File: src/rtl/rx_frame_fsm_pkg.sv
// Shared UART receive definitions: FSM state enum, frame word bit positions,
// data-length encoding and a helper that maps it to the last data bit index.
package rx_frame_fsm_pkg;

    typedef enum logic [2:0] {
        StIdle,
        StStart,
        StData,
        StParity,
        StStop,
        StStop2
    } rx_state_e;

    // Bit positions inside the delivered frame word; [7:0] is the data.
    localparam int unsigned RXF_PERR  = 8;
    localparam int unsigned RXF_FERR  = 9;
    localparam int unsigned RXF_BRK   = 10;
    localparam int unsigned RXF_VALID = 11;

    // data_bits_i encoding.
    localparam logic [1:0] DATA_BITS_5 = 2'd0;
    localparam logic [1:0] DATA_BITS_6 = 2'd1;
    localparam logic [1:0] DATA_BITS_7 = 2'd2;
    localparam logic [1:0] DATA_BITS_8 = 2'd3;

    // Index of the last data bit (N-1) for a given data length code.
    function automatic logic [2:0] last_bit_idx(input logic [1:0] data_bits);
        return 3'd4 + {1'b0, data_bits};
    endfunction

endpackage

File: src/rtl/rx_frame_fsm_if.sv
// Frame delivery bundle from the UART receiver to the receive FIFO.
//   frame_o   : packed frame word (data, parity_err, frame_err, break, valid)
//   done_flag : one-cycle strobe, high on the cycle frame_o is updated
// master = receiver side (drives), slave = FIFO side (reads).
interface rx_frame_fsm_if #(
    parameter int unsigned FRAME_W = 12
) ();
    logic [FRAME_W-1:0] frame_o;
    logic               done_flag;

    modport master (output frame_o, output done_flag);
    modport slave  (input frame_o, input done_flag);
endinterface

File: src/rtl/rx_line_sync.sv
// RX line conditioning: two-flop synchronizer (both flops reset to 1, line idle
// high) and the bit sampler used by the receive FSM.
//   clk_i, rst_ni  : clock, asynchronous active-low reset
//   rx_i           : raw serial line
//   baud_tick_i    : oversampling tick
//   tick_cnt_i     : current oversampling count from the FSM
//   samp_pos_i     : tick count at which the FSM takes its decision
//   rxs_o          : synchronized line
//   sample_bit_o   : value the FSM uses at the decision tick
// Build option RX_MAJORITY_VOTE_EN: sample_bit_o is the 2-of-3 majority of the
// synchronized line at the decision tick and the two ticks before it.
// Otherwise sample_bit_o is the synchronized line itself.
module rx_line_sync #(
    parameter int unsigned TickW = 4
) (
    input  logic             clk_i,
    input  logic             rst_ni,
    input  logic             rx_i,
    input  logic             baud_tick_i,
    input  logic [TickW-1:0] tick_cnt_i,
    input  logic [TickW-1:0] samp_pos_i,
    output logic             rxs_o,
    output logic             sample_bit_o
);

    logic sync1_q, sync2_q;

    always_ff @(posedge clk_i or negedge rst_ni) begin
        if (!rst_ni) begin
            sync1_q <= 1'b1;
            sync2_q <= 1'b1;
        end else begin
            sync1_q <= rx_i;
            sync2_q <= sync1_q;
        end
    end

    assign rxs_o = sync2_q;

`ifdef RX_MAJORITY_VOTE_EN
    logic vote0_q, vote1_q;

    always_ff @(posedge clk_i or negedge rst_ni) begin
        if (!rst_ni) begin
            vote0_q <= 1'b1;
            vote1_q <= 1'b1;
        end else if (baud_tick_i) begin
            if (tick_cnt_i == samp_pos_i - TickW'(2)) vote0_q <= sync2_q;
            if (tick_cnt_i == samp_pos_i - TickW'(1)) vote1_q <= sync2_q;
        end
    end

    assign sample_bit_o = (vote0_q & vote1_q) | (vote0_q & sync2_q) | (vote1_q & sync2_q);
`else
    logic unused_vote;
    assign unused_vote  = ^{baud_tick_i, tick_cnt_i, samp_pos_i};
    assign sample_bit_o = sync2_q;
`endif

endmodule

File: src/rtl/rx_frame_fsm.sv
// UART receive deserializer feeding the receive FIFO. Oversamples the
// synchronized RX line on baud_tick_i, assembles 5-8 data bits with optional
// parity and 1 or 2 stop bits, and publishes a 12-bit frame word with a
// one-cycle done_flag strobe.
//   clk_i, rst_ni   : clock, asynchronous active-low reset
//   rx_i            : raw serial line (idle high, asynchronous)
//   RXen            : receiver enable; low aborts any frame in progress
//   baud_tick_i     : one-cycle pulse at OVS x baud
//   data_bits_i     : 0..3 -> 5..8 data bits
//   parity_en_i     : parity bit present
//   parity_odd_i    : 1 odd, 0 even parity
//   stop2_i         : two stop bits
//   rx_busy_o       : high whenever the FSM is not idle
//   fifo_if         : frame_o / done_flag towards the FIFO
// Build option RX_MAJORITY_VOTE_EN selects 3-sample majority voting per bit.
module rx_frame_fsm
    import rx_frame_fsm_pkg::*;
#(
    parameter int unsigned OVS     = 16,
    parameter int unsigned FRAME_W = 12
) (
    input  logic       clk_i,
    input  logic       rst_ni,
    input  logic       rx_i,
    input  logic       RXen,
    input  logic       baud_tick_i,
    input  logic [1:0] data_bits_i,
    input  logic       parity_en_i,
    input  logic       parity_odd_i,
    input  logic       stop2_i,
    output logic       rx_busy_o,
    rx_frame_fsm_if.master fifo_if
);

    localparam int unsigned TickW = $clog2(OVS);

    // Voting needs the tick after mid-bit, so decisions land one tick later.
`ifdef RX_MAJORITY_VOTE_EN
    localparam logic [TickW-1:0] StartPos = TickW'(OVS / 2);
`else
    localparam logic [TickW-1:0] StartPos = TickW'(OVS / 2 - 1);
`endif
    // The counter is cleared at the start-bit decision, so one bit later is OVS-1.
    localparam logic [TickW-1:0] BitPos = TickW'(OVS - 1);

    rx_state_e          state_q;
    logic [TickW-1:0]   tick_cnt_q;
    logic [2:0]         bit_cnt_q;
    logic [7:0]         shift_q;
    logic [1:0]         data_bits_q;
    logic               parity_en_q, parity_odd_q, stop2_q;
    logic               perr_q, ferr_q, zero_q;
    logic               arm_q;
    logic [FRAME_W-1:0] frame_q;
    logic               done_q;

    logic               rxs, sample_bit, sample_now;
    logic [TickW-1:0]   samp_pos;
    logic [2:0]         align_sh;
    logic [FRAME_W-1:0] frame_d;

    assign samp_pos   = (state_q == StStart) ? StartPos : BitPos;
    assign sample_now = baud_tick_i && (state_q != StIdle) && (tick_cnt_q == samp_pos);
    assign align_sh   = 3'd3 - {1'b0, data_bits_q};

    rx_line_sync #(
        .TickW (TickW)
    ) u_line_sync (
        .clk_i        (clk_i),
        .rst_ni       (rst_ni),
        .rx_i         (rx_i),
        .baud_tick_i  (baud_tick_i),
        .tick_cnt_i   (tick_cnt_q),
        .samp_pos_i   (samp_pos),
        .rxs_o        (rxs),
        .sample_bit_o (sample_bit)
    );

    // Frame word as it would be published on the current stop-bit sample.
    always_comb begin
        frame_d            = '0;
        frame_d[7:0]       = shift_q >> align_sh;
        frame_d[RXF_PERR]  = perr_q;
        frame_d[RXF_FERR]  = ferr_q | ~sample_bit;
        frame_d[RXF_BRK]   = zero_q & ~sample_bit;
        frame_d[RXF_VALID] = 1'b1;
    end

    always_ff @(posedge clk_i or negedge rst_ni) begin
        if (!rst_ni) begin
            state_q      <= StIdle;
            tick_cnt_q   <= '0;
            bit_cnt_q    <= '0;
            shift_q      <= '0;
            data_bits_q  <= DATA_BITS_8;
            parity_en_q  <= 1'b0;
            parity_odd_q <= 1'b0;
            stop2_q      <= 1'b0;
            perr_q       <= 1'b0;
            ferr_q       <= 1'b0;
            zero_q       <= 1'b0;
            arm_q        <= 1'b1;
            frame_q      <= '0;
            done_q       <= 1'b0;
        end else begin
            done_q <= 1'b0;
            // A new start needs the line to have been high since a frame ended
            // on a low stop bit, so a held break yields a single frame.
            if (rxs) arm_q <= 1'b1;

            if (!RXen) begin
                state_q    <= StIdle;
                tick_cnt_q <= '0;
                bit_cnt_q  <= '0;
            end else begin
                if (state_q != StIdle && baud_tick_i) tick_cnt_q <= tick_cnt_q + TickW'(1);

                case (state_q)
                    StIdle: begin
                        if (!rxs && arm_q) begin
                            state_q      <= StStart;
                            tick_cnt_q   <= '0;
                            bit_cnt_q    <= '0;
                            shift_q      <= '0;
                            data_bits_q  <= data_bits_i;
                            parity_en_q  <= parity_en_i;
                            parity_odd_q <= parity_odd_i;
                            stop2_q      <= stop2_i;
                            perr_q       <= 1'b0;
                            ferr_q       <= 1'b0;
                            zero_q       <= 1'b1;
                        end
                    end
                    StStart: begin
                        if (sample_now) begin
                            if (sample_bit) begin
                                state_q <= StIdle;
                            end else begin
                                tick_cnt_q <= '0;
                                state_q    <= StData;
                            end
                        end
                    end
                    StData: begin
                        if (sample_now) begin
                            shift_q <= {sample_bit, shift_q[7:1]};
                            zero_q  <= zero_q & ~sample_bit;
                            if (bit_cnt_q == last_bit_idx(data_bits_q)) begin
                                bit_cnt_q <= '0;
                                state_q   <= parity_en_q ? StParity : StStop;
                            end else begin
                                bit_cnt_q <= bit_cnt_q + 3'd1;
                            end
                        end
                    end
                    StParity: begin
                        if (sample_now) begin
                            perr_q  <= ((^shift_q) ^ sample_bit) != parity_odd_q;
                            zero_q  <= zero_q & ~sample_bit;
                            state_q <= StStop;
                        end
                    end
                    StStop, StStop2: begin
                        if (sample_now) begin
                            ferr_q <= ferr_q | ~sample_bit;
                            zero_q <= zero_q & ~sample_bit;
                            if (stop2_q && state_q == StStop) begin
                                state_q <= StStop2;
                            end else begin
                                frame_q <= frame_d;
                                done_q  <= 1'b1;
                                state_q <= StIdle;
                                if (!sample_bit) arm_q <= 1'b0;
                            end
                        end
                    end
                    default: state_q <= StIdle;
                endcase
            end
        end
    end

    assign rx_busy_o         = (state_q != StIdle);
    assign fifo_if.frame_o   = frame_q;
    assign fifo_if.done_flag = done_q;

endmodule

File: src/flat_wrapper.sv
// flat-port wrapper written by rule: the top's interface ports become plain ports
module rx_frame_fsm_flat import rx_frame_fsm_pkg::*;
#(
    parameter int unsigned OVS     = 16,
    parameter int unsigned FRAME_W = 12
)
  (clk_i, rst_ni, rx_i, RXen, baud_tick_i, data_bits_i, parity_en_i, parity_odd_i, stop2_i, rx_busy_o, fifo_if_frame_o, fifo_if_done_flag);
  rx_frame_fsm_if #(.FRAME_W(FRAME_W)) fifo_if_i ();
  input  logic clk_i;
  input  logic rst_ni;
  input  logic rx_i;
  input  logic RXen;
  input  logic baud_tick_i;
  input  logic [1:0] data_bits_i;
  input  logic parity_en_i;
  input  logic parity_odd_i;
  input  logic stop2_i;
  output logic rx_busy_o;
  output wire logic [$bits(fifo_if_i.frame_o)-1:0] fifo_if_frame_o;
  output wire logic [$bits(fifo_if_i.done_flag)-1:0] fifo_if_done_flag;
  assign fifo_if_frame_o = fifo_if_i.frame_o;
  assign fifo_if_done_flag = fifo_if_i.done_flag;
  rx_frame_fsm #(.OVS(OVS), .FRAME_W(FRAME_W)) u_core (.clk_i(clk_i), .rst_ni(rst_ni), .rx_i(rx_i), .RXen(RXen), .baud_tick_i(baud_tick_i), .data_bits_i(data_bits_i), .parity_en_i(parity_en_i), .parity_odd_i(parity_odd_i), .stop2_i(stop2_i), .rx_busy_o(rx_busy_o), .fifo_if(fifo_if_i));
endmodule
File: config.mk
export PLATFORM = sky130hd
export DESIGN_NAME = rx_frame_fsm_flat
export DESIGN_NICKNAME = d
export VERILOG_FILES = /design/src/rtl/rx_frame_fsm_pkg.sv /design/src/rtl/rx_frame_fsm_if.sv /design/src/rtl/rx_line_sync.sv /design/src/rtl/rx_frame_fsm.sv /design/src/flat_wrapper.sv
export SDC_FILE = /design/constraint.sdc
export NUM_CORES = 1
export LEC_CHECK = 0
export ABC_AREA = 1
export CORE_ASPECT_RATIO = 0.7
export CORE_UTILIZATION = 35
export CTS_BUF_LIST = sky130_fd_sc_hd__clkbuf_8
export DETAILED_ROUTE_END_ITERATION = 7
export DONT_BUFFER_PORTS = 1
export GPL_ROUTABILITY_DRIVEN = 0
export PLACE_DENSITY = 0.54
export SETUP_SLACK_MARGIN = 0.05
export SLEW_MARGIN = 30
export SYNTH_ARGS = -nofsm -noshare
export SYNTH_HDL_FRONTEND = slang
export SYNTH_SLANG_ARGS = --single-unit
File: constraint.sdc
create_clock -name clk_i -period 2.8 [get_ports clk_i]
set_input_delay 0.28 -clock clk_i [delete_from_list [all_inputs] [get_ports clk_i]]
set_output_delay 0.28 -clock clk_i [all_outputs]
set_load 0.02 [all_outputs]
==> metrics.md <==
| Metric | Value |
|---|---|
| Outcome | finished, final reports clean |
| PortBufs | 0 |
| CTS Buf Count | 5 |
| Synthesized flop and latch total | 42 |
| H-tree depth | 2 |
| Clock group share of total power | 0.240 |
| Critical path startpoint category | flip-flop |
| RSZ-0062 raised after global routing | no |
| Critical Path AT | 1.99 ns |
| Filler Cells Inserted | 647 |
| Final worst-path cycle share | 0.645 |
| WL per Instance | approximately 13 microns |
| Clock transition at path regs | 0.09 ns |
| ANT nets after route | 0 |
| Critical-path top delay cell | dfstp_2 |
| Static Leak | ~1.2 nW |
| Initial core utilization | 0.367 |
| Max_slew headroom | 0.640 |
| Largest net degree at the start of global routing | 43 |
| Worst Setup Path Type | reg2reg |
| Die area | 6950 sq um |
| Core ar. | 6310 sq um |
| Setup TNS | 0 ns |
| Met2 Wirelength | 1740 microns |
| Final nets | about 300 |
| CTS Buffer Depth | 2 |
| Final WL | 4960 microns |
| CP endpoint kind | flip-flop |
| YS warnings | 0 |
| Vias/cell | about 5.0 |
| CP max FO | 7 |
| Clk root buf | clkbuf_8 |
| Total global routing overflow | 0 |
| Seq pwr share | 0.398 |
| Register area share after synthesis | 0.456 |
| Family with the most delay on the worst path | simple AND/OR/NAND/NOR gates |
| Worst Reg-to-Reg Cells | 5 |
| Final non-filler cell area | 2520 sq um |
| Worst path max stage delay | approximately 0.53 ns |
| Starting DRT DRC Count | 146 |
| Die Height | 70.1 microns |
| Final HPWL from detailed placement | 3630 microns |
| Vias | 1,865 |
| Layout cells sized above 1 | 0.136 |
| Std-Cell Rows | 24 |
| Met1 Routed Length | 2810 microns |
| First-pass GRT wire length | 8430 microns |
| Post-Syn Area | 2320 sq um |
| Peak supply drop | 0.295 mV |
| Distinct cell type count after synthesis | 34 |
| CTS Sinks | 42 |
| Top layer in use | met4 |
| Post-layout min period | 1.81 ns |
| Critical Path Stages | 5 |
| WHS | roughly 0.086 ns |
| Metal3 WL | 334 microns |
| Mapped Nets | 303 |
| DR pass1 iterations | 4 |
| Worst-Skew Late Latency | around 0.3 ns |
| MaxCap Viol Count | 0 |
| NetSw | 846 uW |
| Worst Tran Pin Value | about 0.54 ns |
| CP bufs+invs | 2 |
| Die X | 99.3 microns |
| Hold Fails Final Rpt | 0 |
| Worst Hold Class | in2reg |
| Initial antenna violation count | 0 |
| Combinational Power Share | 0.362 |
| DRC | 0 |
| Skew final | 0.00849 ns |
| Most frequent CP cell | inv_1 |
| Post-Syn Area per Cell | 7.96 sq um |
| PD cells | 811 nW/um^2 |
| GR Util All Layers | 0.157 |
| DP Area | roughly 2400 sq um |
| Vias in the first global route | 1,646 |
| CTS tree | yes |
| CP required | 2.99 ns |
| Ant diodes | 0 |
| Cell Chain, Critical Path | inv_1, nor2_1, inv_1, nor3_2, mux2_2 |
| Int Power | 1.20 mW |
| # IOs | 24 |
| Final setup vio count | 0 |
| Slew Viols, Final | 0 |
| FMAX | 553 MHz |
| Worst Hold Depth | 2 |
| Core Util, Final | 0.400 |
| Fraction of power spent switching nets | 0.413 |
| Post-Syn Instances | around 290 |
| Area grow syn2layout | 8.86% |
## cell type report
cell class / count / area, sq um / share of cell area
clock buffer: 5 / 68.8 / 0.0273
clock inverter: 3 / 45.0 / 0.0179
inverter: 36 / 138 / 0.0546
multi-input combinational: 206 / 1080 / 0.427
sequential: 42 / 1060 / 0.419
tap: 78 / 97.6 / 0.0387
timing repair buffer: 3 / 40.0 / 0.0159
## power groups by stage
stage | Clock, mW | Combinational (mW) | Sequential, mW
after global routing | 0.529 | 0.846 | 0.834
after global placement | 0 | 0.719 | 0.827
after detailed placement | 0 | 0.715 | 0.827
final | 0.491 | 0.740 | 0.815
after CTS | 0.507 | 0.738 | 0.816
after floorplan | 0 | 0.639 | 0.756
## cell usage after synthesis
library cell	n	area [sq um]
nand2_1	83	312
dfrtp_1	37	926
inv_1	30	113
o21ai_0	30	150
nand3_1	26	130
nor2_1	10	37.5
a21oi_1	8	40.0
dfstp_2	5	131
inv_2	5	18.8
o21ai_1	5	25.0
o21ai_2	5	43.8
xnor2_1	5	43.8
xor2_1	5	43.8
buf_2	4	20.0
o211ai_1	4	30.0
mux2_2	3	33.8
nor2_2	3	18.8
buf_6	2	22.5
ha_1	2	25.0
nand2_4	2	22.5
nand3b_1	2	15.0
nand4_1	2	12.5
or2_2	2	12.5
a21oi_4	1	16.3
a311oi_1	1	8.76
a31oi_1	1	6.26
clkbuf_1	1	3.75
inv_4	1	6.26
nand2_2	1	6.26
nand3_2	1	10.0
nor2_4	1	11.3
nor2b_1	1	6.26
nor3_1	1	5.00
nor3_2	1	10.0
## state kept, by name (all words and copies together) (netlist names)
register / flops
u_core.bit_cnt_q: 3
u_core.stop2_q: 1
u_core.parity_en_q: 1
u_core.data_bits_q: 2
u_core.fifo_if.done_flag: 1
u_core.ferr_q: 1
u_core.shift_q: 8
u_core.parity_odd_q: 1
u_core.zero_q: 1
u_core.perr_q: 1
u_core.state_q: 3
u_core.u_line_sync.sync1_q: 1
u_core.tick_cnt_q: 4
u_core.arm_q: 1
u_core.u_line_sync.rxs_o: 1
u_core.fifo_if.frame_o: 12
## cell usage in the layout (no fill, tap or decap)
master,netlist,final
a21oi_1,8,8
a21oi_4,1,1
a311oi_1,1,1
a31oi_1,1,1
buf_12,0,1
bufinv_16,0,1
clkbuf_8,0,5
clkinvlp_4,0,2
dfrtp_1,37,37
dfstp_2,5,5
dlygate4sd3_1,0,2
ha_1,2,2
inv_1,30,30
inv_2,5,5
inv_4,1,1
mux2_2,3,3
nand2_1,83,83
nand2_2,1,1
nand2_4,2,2
nand3_1,26,26
nand3_2,1,1
nand3b_1,2,2
nand4_1,2,2
nor2_1,10,10
nor2_2,3,3
nor2_4,1,1
nor2b_1,1,1
nor3_1,1,1
nor3_2,1,1
o211ai_1,4,4
o21ai_0,30,30
o21ai_1,5,5
o21ai_2,5,5
or2_2,2,2
xnor2_1,5,5
xor2_1,5,5
## kinds of logic (layout without fill, tap and decap cells)
kind of cell / after synthesis / count (layout) / share of synthesized area
multiplexers: 3 / 3 / 0.0146
flip-flops: 42 / 42 / 0.456
AND/OR/NAND/NOR: 136 / 136 / 0.263
adder cells (fa/ha/maj): 2 / 2 / 0.0108
buffers and inverters: 43 / 47 / 0.0794
AO/OA/AOI/OAI: 55 / 55 / 0.138
XOR/XNOR: 10 / 10 / 0.0378
## routing by layer
| layer | vias up | track usage |
|---|---|---|
| met5 | - | 0 |
| li1 | 950 | - |
| met3 | 8 | 0.0420 |
| met2 | 54 | 0.179 |
| met4 | 0 | 0.0539 |
| met1 | 853 | 0.266 |
## timing repair
item | in CTS | in global routing
setup buffers | 0 | 0
resized for setup | 0 | 0
hold endpoints to repair | 43 | 0
hold buffers | 3 | 0
## final timing paths
check,from,endpoint,slack (ns)
max,u_core.arm_q,u_core.parity_en_q,0.99
min,data_bits_i[0],u_core.data_bits_q[0],0.09
max reg2reg,u_core.arm_q,u_core.parity_en_q,0.99
min reg2reg,u_core.u_line_sync.sync1_q,u_core.u_line_sync.rxs_o,0.36
max in group asynchronous,rst_ni,u_core.u_line_sync.sync1_q,2.08
min in group asynchronous,rst_ni,u_core.fifo_if.frame_o[10],0.43
## stage by stage
| step | power [mW] | setup slack (ns) | instances |
|---|---|---|---|
| after floorplan | 1.40 | 1.27 | 291 |
| after global placement | 1.55 | 0.915 | 362 |
| after detailed placement | 1.54 | 0.986 | 362 |
| after CTS | 2.06 | 0.963 | 373 |
| after global routing | 2.21 | 0.830 | 373 |
| final | 2.05 | 0.993 | 373 |
Power figures use the tool's default switching activity.
